## config.mk

```make
export PLATFORM = sky130hd
export DESIGN_NAME = hdr_parse_sched
export DESIGN_NICKNAME = d
export VERILOG_FILES = /design/src/rtl/hdr_parse_sched_pkg.sv /design/src/rtl/hdr_field_extract.sv /design/src/rtl/hdr_parse_sched.sv
export SDC_FILE = /design/constraint.sdc
export NUM_CORES = 1
export LEC_CHECK = 0
export ABC_CLOCK_PERIOD_IN_PS = 3680
export BUFFER_PORTS_ARGS = -buffer_cell sky130_fd_sc_hd__buf_2
export CAP_MARGIN = 10
export CORE_AREA = 8 8 539 541
export CTS_CLUSTER_SIZE = 8
export DETAILED_ROUTE_END_ITERATION = 8
export DIE_AREA = 0 0 547 549
export SETUP_SLACK_MARGIN = 0.02
export SLEW_MARGIN = 20
export SYNTH_ARGS = -nofsm -noshare
export SYNTH_HDL_FRONTEND = slang
export SYNTH_SLANG_ARGS = --single-unit
```

## constraint.sdc

```tcl
create_clock -name axis_aclk -period 3.68 [get_ports axis_aclk]
set_input_delay 0.368 -clock axis_aclk [delete_from_list [all_inputs] [get_ports axis_aclk]]
set_output_delay 0.368 -clock axis_aclk [all_outputs]
set_load 0.05 [all_outputs]
```

## src/rtl/hdr_parse_sched_pkg.sv

```systemverilog
// Shared packet-header types, field offsets and byte-extraction helper.
package hdr_parse_sched_pkg;

  localparam int unsigned HDR_W = 512;

  typedef enum logic [1:0] {
    L3_OTHER = 2'd0,
    L3_IPV4  = 2'd1,
    L3_IPV6  = 2'd2
  } l3_type;

  typedef struct packed {
    l3_type        l3;
    logic [15:0]   eth_type;
    logic [7:0]    proto;
    logic [127:0]  src_ip;
    logic [127:0]  dst_ip;
    logic          l4_valid;
    logic [15:0]   src_port;
    logic [15:0]   dst_port;
  } hdr_info_t;

  // Byte offsets within the first beat; byte b lives at bits [511-8b -: 8].
  localparam int unsigned OFF_ETH_TYPE = 12;
  localparam int unsigned OFF_IP_VER   = 14;
  localparam int unsigned OFF_V4_FRAG  = 20;
  localparam int unsigned OFF_V4_PROTO = 23;
  localparam int unsigned OFF_V4_SRC   = 26;
  localparam int unsigned OFF_V4_DST   = 30;
  localparam int unsigned OFF_V4_SPORT = 34;
  localparam int unsigned OFF_V4_DPORT = 36;
  localparam int unsigned OFF_V6_NH    = 20;
  localparam int unsigned OFF_V6_SRC   = 22;
  localparam int unsigned OFF_V6_DST   = 38;
  localparam int unsigned OFF_V6_SPORT = 54;
  localparam int unsigned OFF_V6_DPORT = 56;

  localparam logic [15:0] ETH_IPV4  = 16'h0800;
  localparam logic [15:0] ETH_IPV6  = 16'h86DD;
  localparam logic [7:0]  PROTO_TCP = 8'd6;
  localparam logic [7:0]  PROTO_UDP = 8'd17;

  // Concatenate n big-endian bytes starting at byte off, right-aligned.
  function automatic logic [127:0] hdr_bytes(input logic [HDR_W-1:0] h,
                                             input int unsigned off,
                                             input int unsigned n);
    logic [127:0] r;
    logic [8:0]   lsb;
    r = '0;
    for (int unsigned i = 0; i < n; i++) begin
      lsb = 9'(HDR_W - 8 - 8 * (off + i));
      r   = {r[119:0], h[lsb +: 8]};
    end
    return r;
  endfunction

endpackage

```

## src/rtl/hdr_field_extract.sv

```systemverilog
// Combinational L2/L3/L4 field extraction with one output register.
module hdr_field_extract
  import hdr_parse_sched_pkg::*;
(
  input  logic             clk,
  input  logic             rst_n,
  input  logic             en,
  input  logic [HDR_W-1:0] hdr,
  output hdr_info_t        info
);

  hdr_info_t   info_c;
  hdr_info_t   info_d;
  hdr_info_t   info_q;
  logic [15:0] eth;
  logic [7:0]  ver_ihl;
  logic [12:0] frag_off;

  // Classify the beat and pull out the fields; unclassified frames give zeros.
  always_comb begin
    info_c          = '0;
    eth             = 16'(hdr_bytes(hdr, OFF_ETH_TYPE, 2));
    ver_ihl         = 8'(hdr_bytes(hdr, OFF_IP_VER, 1));
    frag_off        = 13'(hdr_bytes(hdr, OFF_V4_FRAG, 2));
    info_c.eth_type = eth;
    if (eth == ETH_IPV4 && ver_ihl[7:4] == 4'd4) begin
      info_c.l3     = L3_IPV4;
      info_c.proto  = 8'(hdr_bytes(hdr, OFF_V4_PROTO, 1));
      info_c.src_ip = hdr_bytes(hdr, OFF_V4_SRC, 4);
      info_c.dst_ip = hdr_bytes(hdr, OFF_V4_DST, 4);
      // Options or fragments move/hide the L4 header, so ports are only trusted on plain first fragments.
      if (ver_ihl[3:0] == 4'd5 && frag_off == 13'd0 &&
          (info_c.proto == PROTO_TCP || info_c.proto == PROTO_UDP)) begin
        info_c.l4_valid = 1'b1;
        info_c.src_port = 16'(hdr_bytes(hdr, OFF_V4_SPORT, 2));
        info_c.dst_port = 16'(hdr_bytes(hdr, OFF_V4_DPORT, 2));
      end
    end else if (eth == ETH_IPV6 && ver_ihl[7:4] == 4'd6) begin
      info_c.l3     = L3_IPV6;
      info_c.proto  = 8'(hdr_bytes(hdr, OFF_V6_NH, 1));
      info_c.src_ip = hdr_bytes(hdr, OFF_V6_SRC, 16);
      info_c.dst_ip = hdr_bytes(hdr, OFF_V6_DST, 16);
      if (info_c.proto == PROTO_TCP || info_c.proto == PROTO_UDP) begin
        info_c.l4_valid = 1'b1;
        info_c.src_port = 16'(hdr_bytes(hdr, OFF_V6_SPORT, 2));
        info_c.dst_port = 16'(hdr_bytes(hdr, OFF_V6_DPORT, 2));
      end
    end
    info_d = en ? info_c : info_q;
  end

  // Result register; holds its value until the next parse.
  always_ff @(posedge clk or negedge rst_n) begin
    if (!rst_n) info_q <= '0;
    else        info_q <= info_d;
  end

  assign info = info_q;

endmodule

```

## src/rtl/hdr_parse_sched.sv

```systemverilog
// Round-robin scheduler sharing one header field extractor among requesters.
module hdr_parse_sched
  import hdr_parse_sched_pkg::*;
#(
  parameter int unsigned NUM_PORTS   = 2,
  parameter int unsigned DATA_W      = 512,
  parameter int unsigned TIMEOUT_CYC = 1024
) (
  input  logic                        axis_aclk,
  input  logic                        box_rstn,
  input  logic [NUM_PORTS-1:0]        req_valid,
  input  logic [NUM_PORTS*DATA_W-1:0] req_hdr,
  output logic [NUM_PORTS-1:0]        req_ready,
  output logic [NUM_PORTS-1:0]        res_valid,
  input  logic [NUM_PORTS-1:0]        res_ready,
  output logic [1:0]                  res_l3,
  output logic [15:0]                 res_eth_type,
  output logic [7:0]                  res_proto,
  output logic [127:0]                res_src_ip,
  output logic [127:0]                res_dst_ip,
  output logic                        res_l4_valid,
  output logic [15:0]                 res_src_port,
  output logic [15:0]                 res_dst_port,
  output logic                        busy,
  output logic [31:0]                 drop_cnt
);

  localparam int unsigned GW = $clog2(NUM_PORTS);

  typedef enum logic [1:0] {ST_IDLE, ST_PARSE, ST_RESP} state_t;

  state_t             state_q, state_d;
  logic [GW-1:0]      last_grant_q, last_grant_d;
  logic [DATA_W-1:0]  hdr_q, hdr_d;
  logic [31:0]        wait_cnt_q, wait_cnt_d;
  logic [31:0]        drop_cnt_q, drop_cnt_d;
  logic [GW-1:0]      pick_c;
  logic               found_c;
  logic               parse_en_c;
  logic [NUM_PORTS-1:0] req_ready_c;
  logic [NUM_PORTS-1:0] res_valid_c;
  int unsigned        idx;
  hdr_info_t          info;

  // Round-robin search starting just after the last granted port.
  always_comb begin
    found_c = 1'b0;
    pick_c  = '0;
    idx     = 0;
    for (int unsigned k = 1; k <= NUM_PORTS; k++) begin
      idx = int'(last_grant_q) + k;
      if (idx >= NUM_PORTS) idx = idx - NUM_PORTS;
      if (!found_c && req_valid[GW'(idx)]) begin
        found_c = 1'b1;
        pick_c  = GW'(idx);
      end
    end
  end

  // Next-state, capture and timeout/drop accounting.
  always_comb begin
    state_d      = state_q;
    last_grant_d = last_grant_q;
    hdr_d        = hdr_q;
    wait_cnt_d   = wait_cnt_q;
    drop_cnt_d   = drop_cnt_q;
    parse_en_c   = 1'b0;
    req_ready_c  = '0;
    case (state_q)
      ST_IDLE: begin
        if (found_c) begin
          req_ready_c[pick_c] = 1'b1;
          for (int unsigned i = 0; i < NUM_PORTS; i++) begin
            if (pick_c == GW'(i)) hdr_d = req_hdr[i*DATA_W +: DATA_W];
          end
          last_grant_d = pick_c;
          state_d      = ST_PARSE;
        end
      end
      ST_PARSE: begin
        parse_en_c = 1'b1;
        wait_cnt_d = '0;
        state_d    = ST_RESP;
      end
      ST_RESP: begin
        wait_cnt_d = wait_cnt_q + 32'd1;
        // A handshake in the timeout cycle still counts as a normal completion.
        if (res_ready[last_grant_q]) begin
          state_d = ST_IDLE;
        end else if (TIMEOUT_CYC != 0 && wait_cnt_d == TIMEOUT_CYC) begin
          state_d    = ST_IDLE;
          drop_cnt_d = (drop_cnt_q == 32'hFFFF_FFFF) ? drop_cnt_q : drop_cnt_q + 32'd1;
        end
      end
      default: state_d = ST_IDLE;
    endcase
  end

  // State and bookkeeping registers; reset discards any in-flight result.
  always_ff @(posedge axis_aclk or negedge box_rstn) begin
    if (!box_rstn) begin
      state_q      <= ST_IDLE;
      last_grant_q <= GW'(NUM_PORTS - 1);
      hdr_q        <= '0;
      wait_cnt_q   <= '0;
      drop_cnt_q   <= '0;
    end else begin
      state_q      <= state_d;
      last_grant_q <= last_grant_d;
      hdr_q        <= hdr_d;
      wait_cnt_q   <= wait_cnt_d;
      drop_cnt_q   <= drop_cnt_d;
    end
  end

  // One-hot result valid decoded from the registered state and grant.
  always_comb begin
    res_valid_c = '0;
    for (int unsigned i = 0; i < NUM_PORTS; i++) begin
      res_valid_c[i] = (state_q == ST_RESP) && (last_grant_q == GW'(i));
    end
  end

  hdr_field_extract u_extract (
    .clk   (axis_aclk),
    .rst_n (box_rstn),
    .en    (parse_en_c),
    .hdr   (hdr_q),
    .info  (info)
  );

  assign req_ready    = box_rstn ? req_ready_c : '0;
  assign res_valid    = res_valid_c;
  assign res_l3       = info.l3;
  assign res_eth_type = info.eth_type;
  assign res_proto    = info.proto;
  assign res_src_ip   = info.src_ip;
  assign res_dst_ip   = info.dst_ip;
  assign res_l4_valid = info.l4_valid;
  assign res_src_port = info.src_port;
  assign res_dst_port = info.dst_port;
  assign busy         = (state_q != ST_IDLE);
  assign drop_cnt     = drop_cnt_q;

endmodule
```

# Word level (Yosys, flattened, before mapping)
# Cells that the tools add are included.
[totals]
register_bits = 798
elab_cells = 92
[classes]
n_addsub = 6
order_cmp = 7
eq_ne = 15
n_mux = 30
bitwise = 3
reduce_logical = 18
[ops]
columns = ["operator", "count"]
rows = [
  ["two-way mux 297 bit", 2],
  ["two-way mux 416 bit", 1],
  ["two-way mux 33 bit", 2],
  ["adder 32 x 1 -> 32 bit, second input constant", 2],
  ["case mux 32 bit (2 select lines)", 1],
  ["== test 32 x 11 -> 1 bit, second input constant", 1],
  ["== test 32 bit, second input constant", 1],
  ["== test 16 x 12 -> 1 bit, second input constant", 1],
  ["== test 16 bit, second input constant", 1],
  ["== test 8 x 3 -> 1 bit, second input constant", 2],
  ["== test 8 x 5 -> 1 bit, second input constant", 2],
  ["two-way mux 2 bit", 8],
  ["two-way mux 1 bit", 14],
  ["logical NOT 13 bit", 1],
  ["== test 4 x 3 -> 1 bit, second input constant", 3],
  ["logical AND 1 bit", 8],
  ["less-than comparator 1 x 2 -> 1 bit, second input constant", 4],
  ["case mux 2 bit (3 select lines)", 1],
  ["AND reduction 2 bit", 2],
  ["AND reduction 4 bit", 1],
  ["nonzero test 2 bit", 2],
  ["adder 1 x 2 -> 3 bit, second input constant", 1],
  ["greater-or-equal comparator 3 x 2 -> 1 bit, second input constant", 1],
  ["!= test 3 bit, second input constant", 1],
  ["12 further kinds", 16],
]

# Logic depth before layout (Yosys ltp)
[logic_depth]
ltp_word = 16
mapped_depth = 13

# By module
# Synthesis repeated with hierarchy kept, for this count alone.
[hier_totals]
cells_unflattened = 3411
hier_area_um2 = 39085.0
[modules_own_cells]
columns = ["module", "instances", "cells_each", "area_each_um2"]
rows = [
  ["hdr_parse_sched", 1, 2266, 25069.0],
  ["hdr_field_extract", 1, 1145, 14015.9],
]

# Least setup slack after synthesis
# Ideal clock, no wire load.
[synth_timing]
path_kind = "reg-to-reg"
startpoint = "register wait_cnt_q[0]"
endpoint = "register drop_cnt_q[27], in the netlist drop_cnt[27]"
setup_time_ns = 0.082
t_arrival_ns = 3.612
required_ns = 3.598
path_slack_ns = -0.014
stages_incl_launch_ff = 14
n_path_buf = 3
period_less_slack_ns = 3.694
cell_sequence = "dfrtp_1 > ha_1 > nand4_2 > or4_1 > buf_2 > o31a_1 > nor4b_2 > nand4_1 > or4_1 > or4_1 > buf_2 > buf_6 > nor4_4 > xor2_1"
[synth_via]
elab_chain_cells = 3
[synth_lines]
columns = ["element", "line_no", "source"]
rows = [
  ["from (decl)", "hdr_parse_sched.sv:35", "logic [31:0] wait_cnt_q, wait_cnt_d;"],
  ["from (signal assigned)", "hdr_parse_sched.sv:111", "wait_cnt_q <= wait_cnt_d;"],
  ["adder 32 x 1 -> 32 bit", "hdr_parse_sched.sv:86", "wait_cnt_d = wait_cnt_q + 32'd1;"],
  ["== test 32 x 11 -> 1 bit", "hdr_parse_sched.sv:90", "end else if (TIMEOUT_CYC != 0 && wait_cnt_d == TIMEOUT_CYC) begin"],
  ["AND reduction 4 bit (no source line)", "-", ""],
  ["to (signal assigned)", "hdr_parse_sched.sv:112", "drop_cnt_q <= drop_cnt_d;"],
  ["to (decl)", "hdr_parse_sched.sv:36", "logic [31:0] drop_cnt_q, drop_cnt_d;"],
]
# No other way between the ends.
# A chain may end at the register's enable or synchronous reset.

# Worst setup path in the final report
[layout_timing]
startpoint = "register wait_cnt_q[0]"
endpoint = "register drop_cnt_q[5], in the netlist drop_cnt[5]"
# Same word-level chain as after synthesis.

==> results by group <==
Status
  • Status: finished with violations
  • Failing checks: DRC

Yosys
  • Sequential share of the synthesized area: 0.581
  • Syn_area_per_cell: 10.2 um2
  • Unique cell type count in the Yosys netlist: 54
  • Post-synthesis async set-or-reset flop share: 1.00
  • Share of the synthesized area in the top cell type: 0.580
  • Post-Syn Instances: 2987
  • Ranking of synthesized cells by area: dfrtp_1 (58%), a222oi_1 (9.2%), inv_1 (6.0%)
  • Ys flop type: dfrtp_1
  • Syn nets: 4025
  • Yosys top cell by area: dfrtp_1
  • Mapped Area: 30600 um2
  • YS warnings: 0
  • Yosys reg bits: 710
  • Number of enable flip-flop cells after synthesis: 0

CTS
  • Worst-Skew Late Latency: 0.83 ns
  • CTS Root Cell: clkbuf_16
  • Clk slew on worst S/H paths: 0.05 ns
  • Clock Tree Buf Depth: 4
  • H-tree levels: 3
  • CTS tree: built
  • Num CTS Buffers: 110
  • # clock sinks: 710

GRT
  • GRT Total Usage: 0.137
  • First-pass GRT wire length: 285 mm
  • Vias in the first global route: 32661
  • Met3 GRT Util: 0.0541
  • Largest net degree at the start of global routing: 132
  • Global route overflow: 0
  • Busiest grt layer: met2
  • Met1 Track Usage GR: 0.167
  • Initial antenna violation count: 160
  • Met2 usage: 0.215

Worst setup path
  • CP endpoint kind: flop
  • Startpoint Class: flop
  • Worst reg-to-reg setup slack: 0.11 ns
  • Required @ worst endpoint: 4.35 ns
  • Reg2reg start: wait_cnt_q[0]
  • Worst R2R End: drop_cnt[5]
  • R2R cell count: 14
  • Worst Path Arrival: 4.24 ns
  • CP Max Fanout: 7
  • WS Path Type: flop to flop

Floorplan
  • Area of the core: 281000 um2
  • Initial Utilization: 0.109
  • Cell Rows: 195
  • Die X: 547 um
  • Top-Level Pins: 1382
  • Die area: 300000 um2
  • Die Span Y: 549 um

Min path
  • Hold path start: req_hdr[252]
  • Hold depth: 3
  • HP Class: input pin to flop
  • Hold worst-path end: hdr_q[252]

Routing
  • Initial drt markers: 3685
  • Routed Antenna Nets: 0
  • Vias per cell: 3.79
  • Drt total wl: 216 mm
  • TritonRoute pass-1 iters: 9
  • Via count: 32014
  • WL/cell: 25.5 um
  • Drt drc: 3

Layout
  • Core Util, Final: 0.180
  • Layout Nets: 5644
  • Synthesis-to-finish area growth: 65.2%
  • Final instance area: 50600 um2
  • Share of cells above drive strength 1: 0.288
  • Most common cell after layout, fill and taps aside: buf_2
  • Non-Filler Instances: 8445
  • Commonest non-fill, non-tap cells in the layout: buf_2 (1012), dfrtp_1 (707), dlygate4sd3_1 (624)

Run
  • Maxcap violations: 0

Timing
  • Minimum clock period: 3.57 ns
  • Fin Setup TNS: 0 ns
  • Final period util: 0.969
  • F_max: 280 MHz
  • Worst Clk Skew: 0.0806 ns
  • Final Max Tran Viols: 0
  • RSZ-0062 raised after global routing: yes
  • Setup-failing EPs final: 0
  • Final hold violation count: 0
  • Worst setup margin: 0.115 ns
  • Slew HR: 0.341
  • Worst Tran Pin Value: 0.986 ns

Place
  • Placed Cells: 7605
  • Pre-CTS WS: -0.125 ns
  • Placed instance area: 40700 um2
  • Final Wtd Congestion: 0.933
  • Port-buffer cells: 1013
  • Dpl hpwl: 170 mm

Power
  • VDD IR max: 0.489 mV
  • Cell Pwr Density: 754 nW/um2
  • Lkg Pwr: 23.0 nW
==> synth_stat cells (10+ instances only) <==
| cell | n |
|---|---|
| nor3_1 | 26 |
| nand3_1 | 229 |
| buf_1 | 28 |
| xnor2_1 | 15 |
| xor2_1 | 27 |
| dfrtp_1 | 709 |
| mux2_2 | 21 |
| inv_1 | 490 |
| and4_1 | 10 |
| mux2i_1 | 50 |
| nor4_1 | 13 |
| a21oi_1 | 110 |
| nor2_1 | 133 |
| o31ai_1 | 23 |
| o21ai_0 | 260 |
| nand2_1 | 136 |
| clkbuf_1 | 212 |
| nand4_1 | 11 |
| a22oi_1 | 106 |
| a222oi_1 | 281 |
==> metal layers <==
metal  wire length, um  vias up
met3             22300      455
met1             89200    15769
met4              9610       20
met2             94400     1797
met5               117        -
li1                  -    13973
==> worst max-delay path: stages (launching register included) <==
cell and delay [ns]:
dfrtp_1 0.39, ha_4 0.19, nand4_4 0.09, buf_6 0.14, or3_4 0.38, xor2_1 0.15
nor4_2 0.26, buf_4 0.16, nand4_1 0.08, or4_4 0.42, or4_4 0.58, buf_12 0.19
buf_8 0.13, nand2b_4 0.14, xnor2_2 0.12
==> logic make-up (layout without fill, tap and decap cells) <==
| family | after synthesis | count (layout) | share of synthesized area |
|---|---|---|---|
| AOI/OAI and AO/OA | 800 | 800 | 0.189 |
| buffers and inverters | 738 | 2392 | 0.0914 |
| DFF | 710 | 710 | 0.581 |
| and+or+nand+nor | 618 | 618 | 0.0998 |
| muxes | 71 | 71 | 0.0241 |
| xor gates and xnor gates | 42 | 42 | 0.0120 |
| adders and majority gates | 8 | 8 | 0.00327 |
| other | 0 | 61 | 0 |
==> registers in the layout (all words and copies together), names as in the netlist <==
signal,flops
state_q,2
hdr_q,328
u_extract.info,315
drop_cnt,32
last_grant_q,1
wait_cnt_q,32
==> worst max path at each step <==
stage	cells past startpoint	slack, ns	to	start
after global routing	14	-0.04	drop_cnt[19]	wait_cnt_q[0]
after CTS	12	0.04	state_q[0]	wait_cnt_q[1]
after global placement	13	-0.15	drop_cnt[24]	wait_cnt_q[0]
final	14	0.11	drop_cnt[5]	wait_cnt_q[0]
after detailed placement	13	-0.13	drop_cnt[24]	wait_cnt_q[0]
after floorplan	13	0.02	drop_cnt[27]	wait_cnt_q[0]
==> stage by stage <==
step / hold slack (ns) / total power, mW
4_1_cts: 0.0114 / 38.4
6_report: 0.0543 / 38.1
2_1_floorplan: 0.0724 / 19.8
3_3_place_gp: 0.466 / 25.2
5_1_grt: 0.0210 / 40.3
3_5_place_dp: 0.466 / 25.4
==> power breakdown <==
part / internal [mW] / leakage, nW / switching (mW) / total, mW
clock network: 5.64 / 1.51 / 3.80 / 9.44
logic: 6.44 / 12.4 / 9.48 / 15.9
registers: 10.4 / 9.09 / 2.37 / 12.8
total: 22.5 / 23.0 / 15.7 / 38.1
==> cell type report <==
cell class / count / area [um2]
clock buffer: 132 / 2890
sequential: 710 / 17800
multi-input combinational: 1539 / 10300
antenna: 61 / 153
clock inverter: 15 / 218
tap: 3743 / 4680
timing repair buffer: 1755 / 12700
fill: 30884 / 231000
inverter: 490 / 1840
==> repair_timing <==
action / 4_1_cts / 5_1_grt
buffers inserted: 2 / 3
hold buffers: 624 / 0
endpoints found under the hold margin: 362 / 0
gates cloned: 1 / 2
pin swaps: 4 / 24
endpoints found under the setup margin: 30 / 33
gates resized for setup: 6 / 37
(Power assumes the default switching activity.)
